[config.mk]
export PLATFORM = sky130hd
export DESIGN_NAME = booth_divider_flat
export DESIGN_NICKNAME = d
export VERILOG_FILES = /design/src/rtl/booth_divider_pkg.sv /design/src/rtl/booth_divider_if.sv /design/src/rtl/booth_divider_controller.sv /design/src/rtl/booth_divider.sv /design/src/flat_wrapper.sv
export SDC_FILE = /design/constraint.sdc
export NUM_CORES = 1
export LEC_CHECK = 0
export CAP_MARGIN = 20
export CORE_MARGIN = 2
export CORE_UTILIZATION = 40
export DETAILED_ROUTE_END_ITERATION = 16
export PLACE_DENSITY = 0.68
export RECOVER_POWER = 50
export SYNTH_ARGS = -nofsm -noshare
export SYNTH_HDL_FRONTEND = slang
export SYNTH_HIERARCHICAL = 1
export SYNTH_SLANG_ARGS = --single-unit
[constraint.sdc]
create_clock -name clk -period 3.4 [get_ports clk]
set_clock_uncertainty 0.1 [all_clocks]
set_input_delay 0.68 -clock clk [delete_from_list [all_inputs] [get_ports clk]]
set_output_delay 0.68 -clock clk [all_outputs]
set_load 0.01 [all_outputs]
[src/rtl/booth_divider_pkg.sv]
// Shared definitions for the sequential signed divider: widths and controller states.
package div_pkg;
   localparam int WIDTH_IN       = 16;
   localparam int WIDTH_DIVIDEND = 2 * WIDTH_IN;
   localparam int WIDTH_PR       = WIDTH_IN + 1;
   localparam int CNT_W          = $clog2(WIDTH_DIVIDEND);

   typedef enum logic [1:0] {
      IDLE,
      CALC,
      FIX,
      DONE
   } div_state_e;
endpackage

[src/rtl/booth_divider_if.sv]
// Issue/result bundle shared with the Booth multiplier's valid_in/valid_out convention.
interface booth_divider_if #(
   parameter int WIDTH_IN       = div_pkg::WIDTH_IN,
   parameter int WIDTH_DIVIDEND = div_pkg::WIDTH_DIVIDEND
);
   logic                             valid_in;
   logic signed [WIDTH_DIVIDEND-1:0] in_dividend;
   logic signed [WIDTH_IN-1:0]       in_divisor;
   logic                             ready_out;
   logic                             valid_out;
   logic signed [WIDTH_DIVIDEND-1:0] quotient;
   logic signed [WIDTH_IN-1:0]       remainder;
   logic                             div_by_zero;
   logic                             overflow;

   modport master (
      output valid_in, in_dividend, in_divisor,
      input  ready_out, valid_out, quotient, remainder, div_by_zero, overflow
   );

   modport slave (
      input  valid_in, in_dividend, in_divisor,
      output ready_out, valid_out, quotient, remainder, div_by_zero, overflow
   );
endinterface

[src/rtl/booth_divider_controller.sv]
// Sequencer for the divider: state register, iteration counter and datapath enables.
module div_controller #(
   parameter int WIDTH_DIVIDEND = div_pkg::WIDTH_DIVIDEND
) (
   input  logic clk,
   input  logic reset,
   input  logic valid_in,
   output logic ready_out,
   output logic valid_out,
   output logic capture,
   output logic shift,
   output logic fix
);
   import div_pkg::*;

   localparam int               CNT_W    = $clog2(WIDTH_DIVIDEND);
   localparam logic [CNT_W-1:0] CNT_LOAD = CNT_W'(WIDTH_DIVIDEND - 1);

   div_state_e       state;
   div_state_e       state_next;
   logic [CNT_W-1:0] count;

   // valid_out is registered off DONE, so the pulse lands WIDTH_DIVIDEND+2 edges after acceptance
   always_ff @(posedge clk or negedge reset) begin
      if (!reset) begin
         state     <= IDLE;
         count     <= '0;
         valid_out <= 1'b0;
      end else begin
         state     <= state_next;
         valid_out <= (state == DONE);
         if (capture)
            count <= CNT_LOAD;
         else if (shift)
            count <= count - 1'b1;
      end
   end

   always_comb begin
      state_next = state;
      ready_out  = 1'b0;
      capture    = 1'b0;
      shift      = 1'b0;
      fix        = 1'b0;
      case (state)
         IDLE: begin
            ready_out = 1'b1;
            if (valid_in) begin
               capture    = 1'b1;
               state_next = CALC;
            end
         end
         CALC: begin
            shift = 1'b1;
            if (count == '0)
               state_next = FIX;
         end
         FIX: begin
            fix        = 1'b1;
            state_next = DONE;
         end
         DONE:    state_next = IDLE;
         default: state_next = IDLE;
      endcase
   end
endmodule

[src/rtl/booth_divider.sv]
// Signed restoring divider datapath: magnitude shift/subtract, then sign fix-up into held outputs.
module booth_divider #(
   parameter int WIDTH_IN       = div_pkg::WIDTH_IN,
   parameter int WIDTH_DIVIDEND = div_pkg::WIDTH_DIVIDEND,
   parameter int WIDTH_PR       = div_pkg::WIDTH_PR
) (
   input logic            clk,
   input logic            reset,
   booth_divider_if.slave bus
);
   import div_pkg::*;

   logic                      capture;
   logic                      shift;
   logic                      fix;
   logic [WIDTH_DIVIDEND-1:0] dq;
   logic [WIDTH_PR-1:0]       pr;
   logic [WIDTH_PR-1:0]       divisor_mag;
   logic [WIDTH_PR-1:0]       pr_shift;
   logic [WIDTH_PR:0]         diff;
   logic                      sign_q;
   logic                      sign_r;
   logic                      zero_div;
   logic                      ovf;

   function automatic logic [WIDTH_DIVIDEND-1:0] mag_dividend(input logic signed [WIDTH_DIVIDEND-1:0] v);
      return v[WIDTH_DIVIDEND-1] ? ~v + 1'b1 : v;
   endfunction

   function automatic logic [WIDTH_PR-1:0] mag_divisor(input logic signed [WIDTH_IN-1:0] v);
      logic [WIDTH_PR-1:0] ext;
      ext = {v[WIDTH_IN-1], v};
      return ext[WIDTH_PR-1] ? ~ext + 1'b1 : ext;
   endfunction

   function automatic logic signed [WIDTH_DIVIDEND-1:0] signed_q(input logic neg,
                                                                 input logic [WIDTH_DIVIDEND-1:0] m);
      return neg ? -$signed(m) : $signed(m);
   endfunction

   function automatic logic signed [WIDTH_IN-1:0] signed_r(input logic neg,
                                                           input logic [WIDTH_IN-1:0] m);
      return neg ? -$signed(m) : $signed(m);
   endfunction

   div_controller #(
      .WIDTH_DIVIDEND(WIDTH_DIVIDEND)
   ) u_ctrl (
      .clk      (clk),
      .reset    (reset),
      .valid_in (bus.valid_in),
      .ready_out(bus.ready_out),
      .valid_out(bus.valid_out),
      .capture  (capture),
      .shift    (shift),
      .fix      (fix)
   );

   // pr stays below divisor_mag, so its top bit is zero and {pr, msb} is the zero-extended shift
   always_comb begin
      pr_shift = {pr[WIDTH_PR-2:0], dq[WIDTH_DIVIDEND-1]};
      diff     = {pr, dq[WIDTH_DIVIDEND-1]} - {1'b0, divisor_mag};
   end

   always_ff @(posedge clk) begin
      if (capture) begin
         dq          <= mag_dividend(bus.in_dividend);
         divisor_mag <= mag_divisor(bus.in_divisor);
         sign_q      <= bus.in_dividend[WIDTH_DIVIDEND-1] ^ bus.in_divisor[WIDTH_IN-1];
         sign_r      <= bus.in_dividend[WIDTH_DIVIDEND-1];
         zero_div    <= (bus.in_divisor == '0);
         ovf         <= (bus.in_dividend == {1'b1, {(WIDTH_DIVIDEND-1){1'b0}}}) &&
                        (bus.in_divisor == '1);
         pr          <= '0;
      end else if (shift) begin
         if (!diff[WIDTH_PR]) begin
            pr <= diff[WIDTH_PR-1:0];
            dq <= {dq[WIDTH_DIVIDEND-2:0], 1'b1};
         end else begin
            pr <= pr_shift;
            dq <= {dq[WIDTH_DIVIDEND-2:0], 1'b0};
         end
      end
   end

   // Result registers hold until the next fix-up; divide-by-zero overrides the datapath
   always_ff @(posedge clk or negedge reset) begin
      if (!reset) begin
         bus.quotient    <= '0;
         bus.remainder   <= '0;
         bus.div_by_zero <= 1'b0;
         bus.overflow    <= 1'b0;
      end else if (fix) begin
         if (zero_div) begin
            bus.quotient  <= '1;
            bus.remainder <= '0;
         end else begin
            bus.quotient  <= signed_q(sign_q, dq);
            bus.remainder <= signed_r(sign_r, pr[WIDTH_IN-1:0]);
         end
         bus.div_by_zero <= zero_div;
         bus.overflow    <= ovf;
      end
   end
endmodule

[src/flat_wrapper.sv]
// flat-port wrapper written by rule: the top's interface ports become plain ports
module booth_divider_flat import div_pkg::*;
#(
   parameter int WIDTH_IN       = div_pkg::WIDTH_IN,
   parameter int WIDTH_DIVIDEND = div_pkg::WIDTH_DIVIDEND,
   parameter int WIDTH_PR       = div_pkg::WIDTH_PR
)
  (clk, reset, bus_valid_in, bus_in_dividend, bus_in_divisor, bus_ready_out, bus_valid_out, bus_quotient, bus_remainder, bus_div_by_zero, bus_overflow);
  booth_divider_if #(.WIDTH_IN(WIDTH_IN), .WIDTH_DIVIDEND(WIDTH_DIVIDEND)) bus_i ();
  input logic clk;
  input logic reset;
  input wire logic [$bits(bus_i.valid_in)-1:0] bus_valid_in;
  input wire logic [$bits(bus_i.in_dividend)-1:0] bus_in_dividend;
  input wire logic [$bits(bus_i.in_divisor)-1:0] bus_in_divisor;
  output wire logic [$bits(bus_i.ready_out)-1:0] bus_ready_out;
  output wire logic [$bits(bus_i.valid_out)-1:0] bus_valid_out;
  output wire logic [$bits(bus_i.quotient)-1:0] bus_quotient;
  output wire logic [$bits(bus_i.remainder)-1:0] bus_remainder;
  output wire logic [$bits(bus_i.div_by_zero)-1:0] bus_div_by_zero;
  output wire logic [$bits(bus_i.overflow)-1:0] bus_overflow;
  assign bus_i.valid_in = bus_valid_in;
  assign bus_i.in_dividend = bus_in_dividend;
  assign bus_i.in_divisor = bus_in_divisor;
  assign bus_ready_out = bus_i.ready_out;
  assign bus_valid_out = bus_i.valid_out;
  assign bus_quotient = bus_i.quotient;
  assign bus_remainder = bus_i.remainder;
  assign bus_div_by_zero = bus_i.div_by_zero;
  assign bus_overflow = bus_i.overflow;
  booth_divider #(.WIDTH_IN(WIDTH_IN), .WIDTH_DIVIDEND(WIDTH_DIVIDEND), .WIDTH_PR(WIDTH_PR)) u_core (.clk(clk), .reset(reset), .bus(bus_i));
endmodule
==> impl_metrics.json, run 1 <==
{
  "outcome": "finished, violations left",
  "violations": "capacitance limit, slew limit",
  "placed_area_sq_um": 9390,
  "tightest_slew_ns": 2.05,
  "p_per_area_nw_per_um2": 904,
  "cts_tree": "done",
  "hp-class": "register to register",
  "die_h_microns": 144,
  "whs_path_depth": 1,
  "pre_cts_ws_ns": -0.386,
  "drc": 0,
  "cts_inserted_buffers": 17,
  "drt_first_iter_violations": 442,
  "maxSlewViolCount": 40,
  "io_pins": 103,
  "drtPass1Iterations": 5,
  "grt_pass1_vias": 6038,
  "synth_edf_count": 53,
  "dieArea_sq_um": 20700,
  "num-nets-final": 1056,
  "startpoint_type": "input port",
  "syn_nets": 926,
  "endpoint_kind": "register",
  "rsz0062_at_grt": "yes",
  "rr_worst_depth": 9,
  "ys_ff_latch": 128,
  "seqCellArea_sq_um": 3380,
  "synthArstFlopShare": 0.453,
  "grt_usage": 0.186,
  "hold_violations": 0,
  "crit_chain": "clkdlybuf4s50_1 -> or4_4 -> or4_4 -> or3_4 -> or4_4 -> o41ai_4 -> xor2_1 -> a21oi_1",
  "postLayoutCoreUtil": 0.516,
  "initial_core_util": 0.405,
  "cap_violations": 1,
  "synth.area.top_cells": "edfxtp_1 (20%), dfrtp_1 (19%), xor2_1 (7.4%)",
  "period_needed_ns": 3.37,
  "ir_drop_mv": 0.394,
  "row_count": 51,
  "clock_path_buffers": 2,
  "wl_per_cell_microns": 15.0,
  "crit_arrival_ns": 3.41,
  "fmax_mhz": 297,
  "clkLatencyLatePin_ns": 0.41,
  "multiInputGateArea_sq_um": 4100,
  "grt.overflow.total": 0,
  "cts_htree_levels": 4,
  "yosys_warnings": 6,
  "syn2layout_area_growth_pct": 27.4,
  "max-slew-margin-rel": -0.365,
  "critical_path_class": "input port to register",
  "synth_area_sq_um": 7830,
  "ys_seq_area_frac": 0.432,
  "via_per_inst": 5.28,
  "setup_viol": 0,
  "synth_ff_type": "dfrtp_1",
  "die_w_microns": 144,
  "nFillCells": 1824,
  "routed_wl_microns": 18900,
  "syn-instance-count": 847,
  "ys_types": 66,
  "syn_avg_cell_area_sq_um": 9.25,
  "io_buffer_count": 102,
  "path_max_fanout": 4,
  "critical-path-slowest-cell": "or4_4",
  "routed-via-count": 6635,
  "final_cell_mix": "nor2_1 (91), a21oi_1 (81), xor2_1 (66)",
  "grt_start_max_net_pins": 57,
  "gp_congestion": 0.874,
  "fp.coreArea_sq_um": 19300,
  "hpwl_microns": 14100,
  "leakage_nw": 3.90,
  "timing.critical_path.mode_cell": "or4_4",
  "clock-root-buffer": "clkbuf_16",
  "slowest_delay_ns": 0.54,
  "drive_above_1_share": 0.0990,
  "grt_pass1_wl_microns": 30500,
  "layout_commonest_cell": "nor2_1",
  "setup_slack_ns": 0.0323,
  "ant_nets": 0,
  "post-route-period-util": 0.991,
  "critPathRequiredTime_ns": 3.44,
  "fin_area_sq_um": 9980,
  "path_clk_slew_ns": 0.05,
  "netlist.area_leader.share": 0.203,
  "antenna_found_initial": 0,
  "clkSinkCount": 128,
  "synth_top_area_cell": "edfxtp_1"
}
metal layers:
metal / routed length, microns / part of all wire / up-vias / track usage
met5: 0 / 0 / - / 0
met1: 9130 / 0.48 / 3090 / 0.266
met2: 8660 / 0.46 / 188 / 0.291
met4: 245 / 0.013 / 0 / 0.0573
li1: - / - / 3341 / -
met3: 835 / 0.044 / 16 / 0.0283
power breakdown:
group	switching [mW]	internal, mW
Clock	0.654	1.10
Combinational	2.37	1.89
Sequential	0.586	2.42
what timing repair did:
| action | CTS | global route |
|---|---|---|
| endpoints found under the setup margin | 0 | 3 |
| buffers inserted | 0 | 0 |
| resized for setup | 0 | 1 |
| hold buffers | 0 | 0 |
cell usage after synthesis, types with 3 or more instances:
| cell type | instances |
|---|---|
| a21boi_0 | 8 |
| a21oi_1 | 80 |
| a311oi_1 | 13 |
| a31o_2 | 3 |
| a31oi_1 | 7 |
| and3_1 | 7 |
| buf_1 | 3 |
| clkbuf_1 | 36 |
| dfrtp_1 | 58 |
| dfxtp_1 | 17 |
| edfxtp_1 | 53 |
| ha_1 | 27 |
| inv_1 | 54 |
| mux2i_1 | 3 |
| nand2_1 | 46 |
| nand2b_1 | 11 |
| nand3_1 | 18 |
| nand4_1 | 10 |
| nor2_1 | 91 |
| nor2b_1 | 11 |
| nor3_1 | 12 |
| nor4_1 | 7 |
| nor4b_1 | 3 |
| o211ai_1 | 3 |
| o21a_1 | 4 |
| o21ai_0 | 44 |
| o22ai_1 | 15 |
| o31ai_1 | 24 |
| o32ai_1 | 3 |
| o41ai_1 | 13 |
| or2_2 | 3 |
| or3_1 | 13 |
| or4_1 | 6 |
| or4_4 | 3 |
| xnor2_1 | 32 |
| xor2_1 | 66 |
path summary, 6_finish.rpt:
kind | from | slack (ns) | endpoint
worst max-delay path | bus_in_dividend[13] | 0.03 | u_core/dq[27]
worst min-delay path | u_core/ovf | 0.38 | u_core/bus.overflow
worst max register to register | u_core/pr[5] | 0.16 | u_core/pr[6]
worst min register to register | u_core/ovf | 0.38 | u_core/bus.overflow
max in group asynchronous | reset | 1.05 | u_core/bus.quotient[13]
min in group asynchronous | reset | 0.76 | u_core/u_ctrl/state[0]
sequential cells by signal, summed over array words and instances, names as in the netlist, 2 cells and up:
name and count:
u_core/u_ctrl/count 5, u_core/bus.remainder 16, u_core/u_ctrl/state 2, u_core/pr 17, u_core/bus.quotient 32, u_core/dq 32, u_core/divisor_mag 17
through the flow:
step	setup TNS [ns]	cells	hold WS, ns	power, mW
after CTS	0	1254	0.308	9.13
final	0	1256	0.381	9.02
after detailed placement	-1.86	1222	0.373	7.33
after floorplan	0	847	0.284	5.71
after global routing	-0.00460	1255	0.413	9.72
after global placement	-1.61	1221	0.358	7.24
cell type report:
| class | count | area share |
|---|---|---|
| clock inverter | 7 | 0.00426 |
| timing repair buffer | 151 | 0.138 |
| clock buffer | 25 | 0.0542 |
| sequential | 128 | 0.339 |
| inverter | 54 | 0.0203 |
| tap | 265 | 0.0332 |
| multi-input combinational | 625 | 0.411 |
| antenna | 1 | 0.000251 |
worst max-delay path, delay by kind of cell:
kind | cells | cell delay, ns
XOR/XNOR | 1 | 0.17
AND/OR/NAND/NOR | 4 | 1.82
AO/OA/AOI/OAI | 2 | 0.31
buffers and inverters | 1 | 0.42
kinds of logic (layout without fill, tap and decap cells):
family / count (synthesis) / in the layout / synth area share
compound gates: 236 / 236 / 0.193
xor+xnor: 98 / 98 / 0.110
fa+ha+maj: 28 / 28 / 0.0457
buf+inv: 94 / 237 / 0.0452
flops: 128 / 128 / 0.432
mux: 6 / 6 / 0.00815
other cells: 1 / 2 / 0.000479
simple gates: 256 / 256 / 0.166
(Power assumes the default switching activity.)
==> run 2, diff against run 1 <==
CTS_CLUSTER_DIAMETER = 150   (was unset)
==> results of run 2 <==
The final DEF is identical to that of run 1; final timing and power are the same.
==> run 3, diff against run 2 <==
CORE_MARGIN = unset   (was 2)
==> run 3 against run 2 <==
Critical path type unchanged. The run still ends with capacitance limit, slew limit left. Die area down 2.8%. Sequential power up 1%. Worst hold slack better by 0.00061 ns. Final area about the same.
==> impl_metrics.json, run 3 (synthesis results as in run 1) <==
{
  "hold_end": "u_core/bus.overflow",
  "dieArea_sq_um": 20100,
  "drtPass1Iterations": 5,
  "hold_violations": 0,
  "period_needed_ns": 3.31,
  "fin_cells": 1254,
  "nFillCells": 1757,
  "final_cell_mix": "nor2_1 (91), a21oi_1 (80), clkdlybuf4s50_1 (75)",
  "hold_buffers": 0,
  "fmax_mhz": 302,
  "rr_worst_depth": 11,
  "drc": 0,
  "crit_cells": 8,
  "initial_core_util": 0.413,
  "reg_top3": "u_core/bus.quotient x32, u_core/dq x32",
  "cp.buffers_inverters": 1,
  "grt_start_max_net_pins": 99,
  "drt_first_iter_violations": 435,
  "critical-path-slowest-cell": "or4_4",
  "gp_congestion": 0.863,
  "num-nets-final": 1059,
  "via_per_inst": 5.38,
  "outcome": "finished, violations left",
  "ir_drop_mv": 0.436,
  "leakage_nw": 3.93,
  "path_max_fanout": 3,
  "reg2reg_from": "u_core/dq[31]",
  "critical_path_class": "input port to register",
  "violations": "capacitance limit, slew limit",
  "clock_path_buffers": 2,
  "totalPowerFinal_mw": 9.02,
  "fin_setup_tns_ns": 0,
  "cts_tree": "done",
  "hp-start": "u_core/ovf",
  "whs_ns": 0.382,
  "fp.coreArea_sq_um": 19000,
  "tightest_slew_ns": 1.64,
  "p_per_area_nw_per_um2": 905,
  "r2r_slack_ns": 0.25,
  "die_w_microns": 142,
  "maxSlewViolCount": 31,
  "grt_pass1_vias": 6210,
  "setup_viol": 0,
  "grt_usage": 0.202,
  "post-route-period-util": 0.973,
  "die_h_microns": 142,
  "cts_htree_levels": 4,
  "cpLargestDelayFamily": "simple AND/OR/NAND/NOR gates",
  "antenna_found_initial": 1,
  "clkSinkCount": 128,
  "clkLatencyLatePin_ns": 0.43,
  "cap_violations": 1,
  "slowest_delay_ns": 0.53,
  "whs_path_depth": 1,
  "ant_nets": 0,
  "rr_endpoint": "u_core/pr[16]",
  "io_buffer_count": 102,
  "timing.critical_path.mode_cell": "or4_4",
  "wl_per_cell_microns": 15.4,
  "routed_wl_microns": 19300,
  "hp-class": "register to register",
  "hpwl_microns": 14300,
  "crit_chain": "dlymetal6s2s_1 -> or4_4 -> or4_4 -> or3_4 -> or4_4 -> o41ai_4 -> xor2_1 -> a21oi_1",
  "io_pins": 103,
  "path_clk_slew_ns": 0.06,
  "layout_commonest_cell": "nor2_1",
  "drive_above_1_share": 0.103,
  "row_count": 50,
  "clock-root-buffer": "clkbuf_16",
  "grt.overflow.total": 0,
  "max-slew-margin-rel": -0.0947,
  "endpoint_kind": "register",
  "dp.cells": 1219,
  "rsz0062_at_grt": "no",
  "critPathRequiredTime_ns": 3.44,
  "startpoint_type": "input port",
  "routed-via-count": 6742,
  "grt_pass1_wl_microns": 31500,
  "cts_inserted_buffers": 17,
  "crit_arrival_ns": 3.35,
  "syn2layout_area_growth_pct": 27.3
}
run 3: cell types whose count changed in the layout (fill, tap and decap cells not counted), moves of 2 or more:
cell and delta:
clkbuf_16 -4, inv_6 +4, clkdlybuf4s50_1 +26, dlygate4sd3_1 -30, buf_4 +2, dlymetal6s2s_1 +4
clkinv_4 +2
run 3: where the power goes:
| part | leakage, nW | switching (mW) | total [mW] | internal (mW) |
|---|---|---|---|---|
| logic | 2.37 | 2.34 | 4.24 | 1.90 |
| registers | 1.29 | 0.623 | 3.05 | 2.43 |
| clock network | 0.274 | 0.720 | 1.73 | 1.01 |
| total | 3.93 | 3.68 | 9.02 | 5.34 |
run 3: layout make-up:
class | count | area (sq um) | area share
timing repair buffer | 154 | 1400 | 0.140
clock buffer | 18 | 429 | 0.0430
inverter | 54 | 203 | 0.0203
sequential | 128 | 3380 | 0.339
multi-input combinational | 625 | 4100 | 0.411
clock inverter | 14 | 130 | 0.0131
antenna | 1 | 2.50 | 0.000251
tap | 260 | 325 | 0.0326
run 3: worst reg2reg max path: stages, from the launching register on:
cell and delay [ns]:
edfxtp_1 0.36, inv_1 0.10, ha_1 0.24, fa_1 0.41, nand2b_1 0.20, a2111oi_0 0.38, buf_4 0.20, o21ai_0 0.13
a311oi_1 0.41, o21ai_0 0.17, a31oi_1 0.20, o32ai_1 0.09
run 3: what timing repair did:
action                                  4_1_cts  5_1_grt
setup buffers                                 0        2
gates resized for setup                       0        6
endpoints found under the setup margin        0       13
run 3: through the flow:
stage,utilization,setup slack (ns),instance area (sq um)
global route,0.526,0.0129,9970
detailed placement,0.497,-0.393,9410
global placement,0.497,-0.357,9410
floorplan,-,0.0877,7830
finish,0.526,0.0905,9970
CTS,0.526,0.0591,9970
run 3: layer usage:
layer | GRT usage | up-vias | routed length (microns)
met5 | 0 | - | 0
met4 | 0.0838 | 0 | 335
met3 | 0.0378 | 19 | 1100
met2 | 0.309 | 192 | 8850
met1 | 0.281 | 3194 | 9040
li1 | - | 3337 | -
run 3: worst max-delay path by stage:
stage	start	end	slack, ns
final	bus_in_dividend[10]	u_core/dq[27]	0.09
after detailed placement	bus_in_dividend[13]	u_core/dq[27]	-0.39
after global placement	bus_in_dividend[13]	u_core/dq[27]	-0.36
after global routing	u_core/dq[31]	u_core/pr[16]	0.01
after floorplan	bus_in_dividend[13]	u_core/dq[27]	0.09
after CTS	bus_in_dividend[13]	u_core/dq[27]	0.06
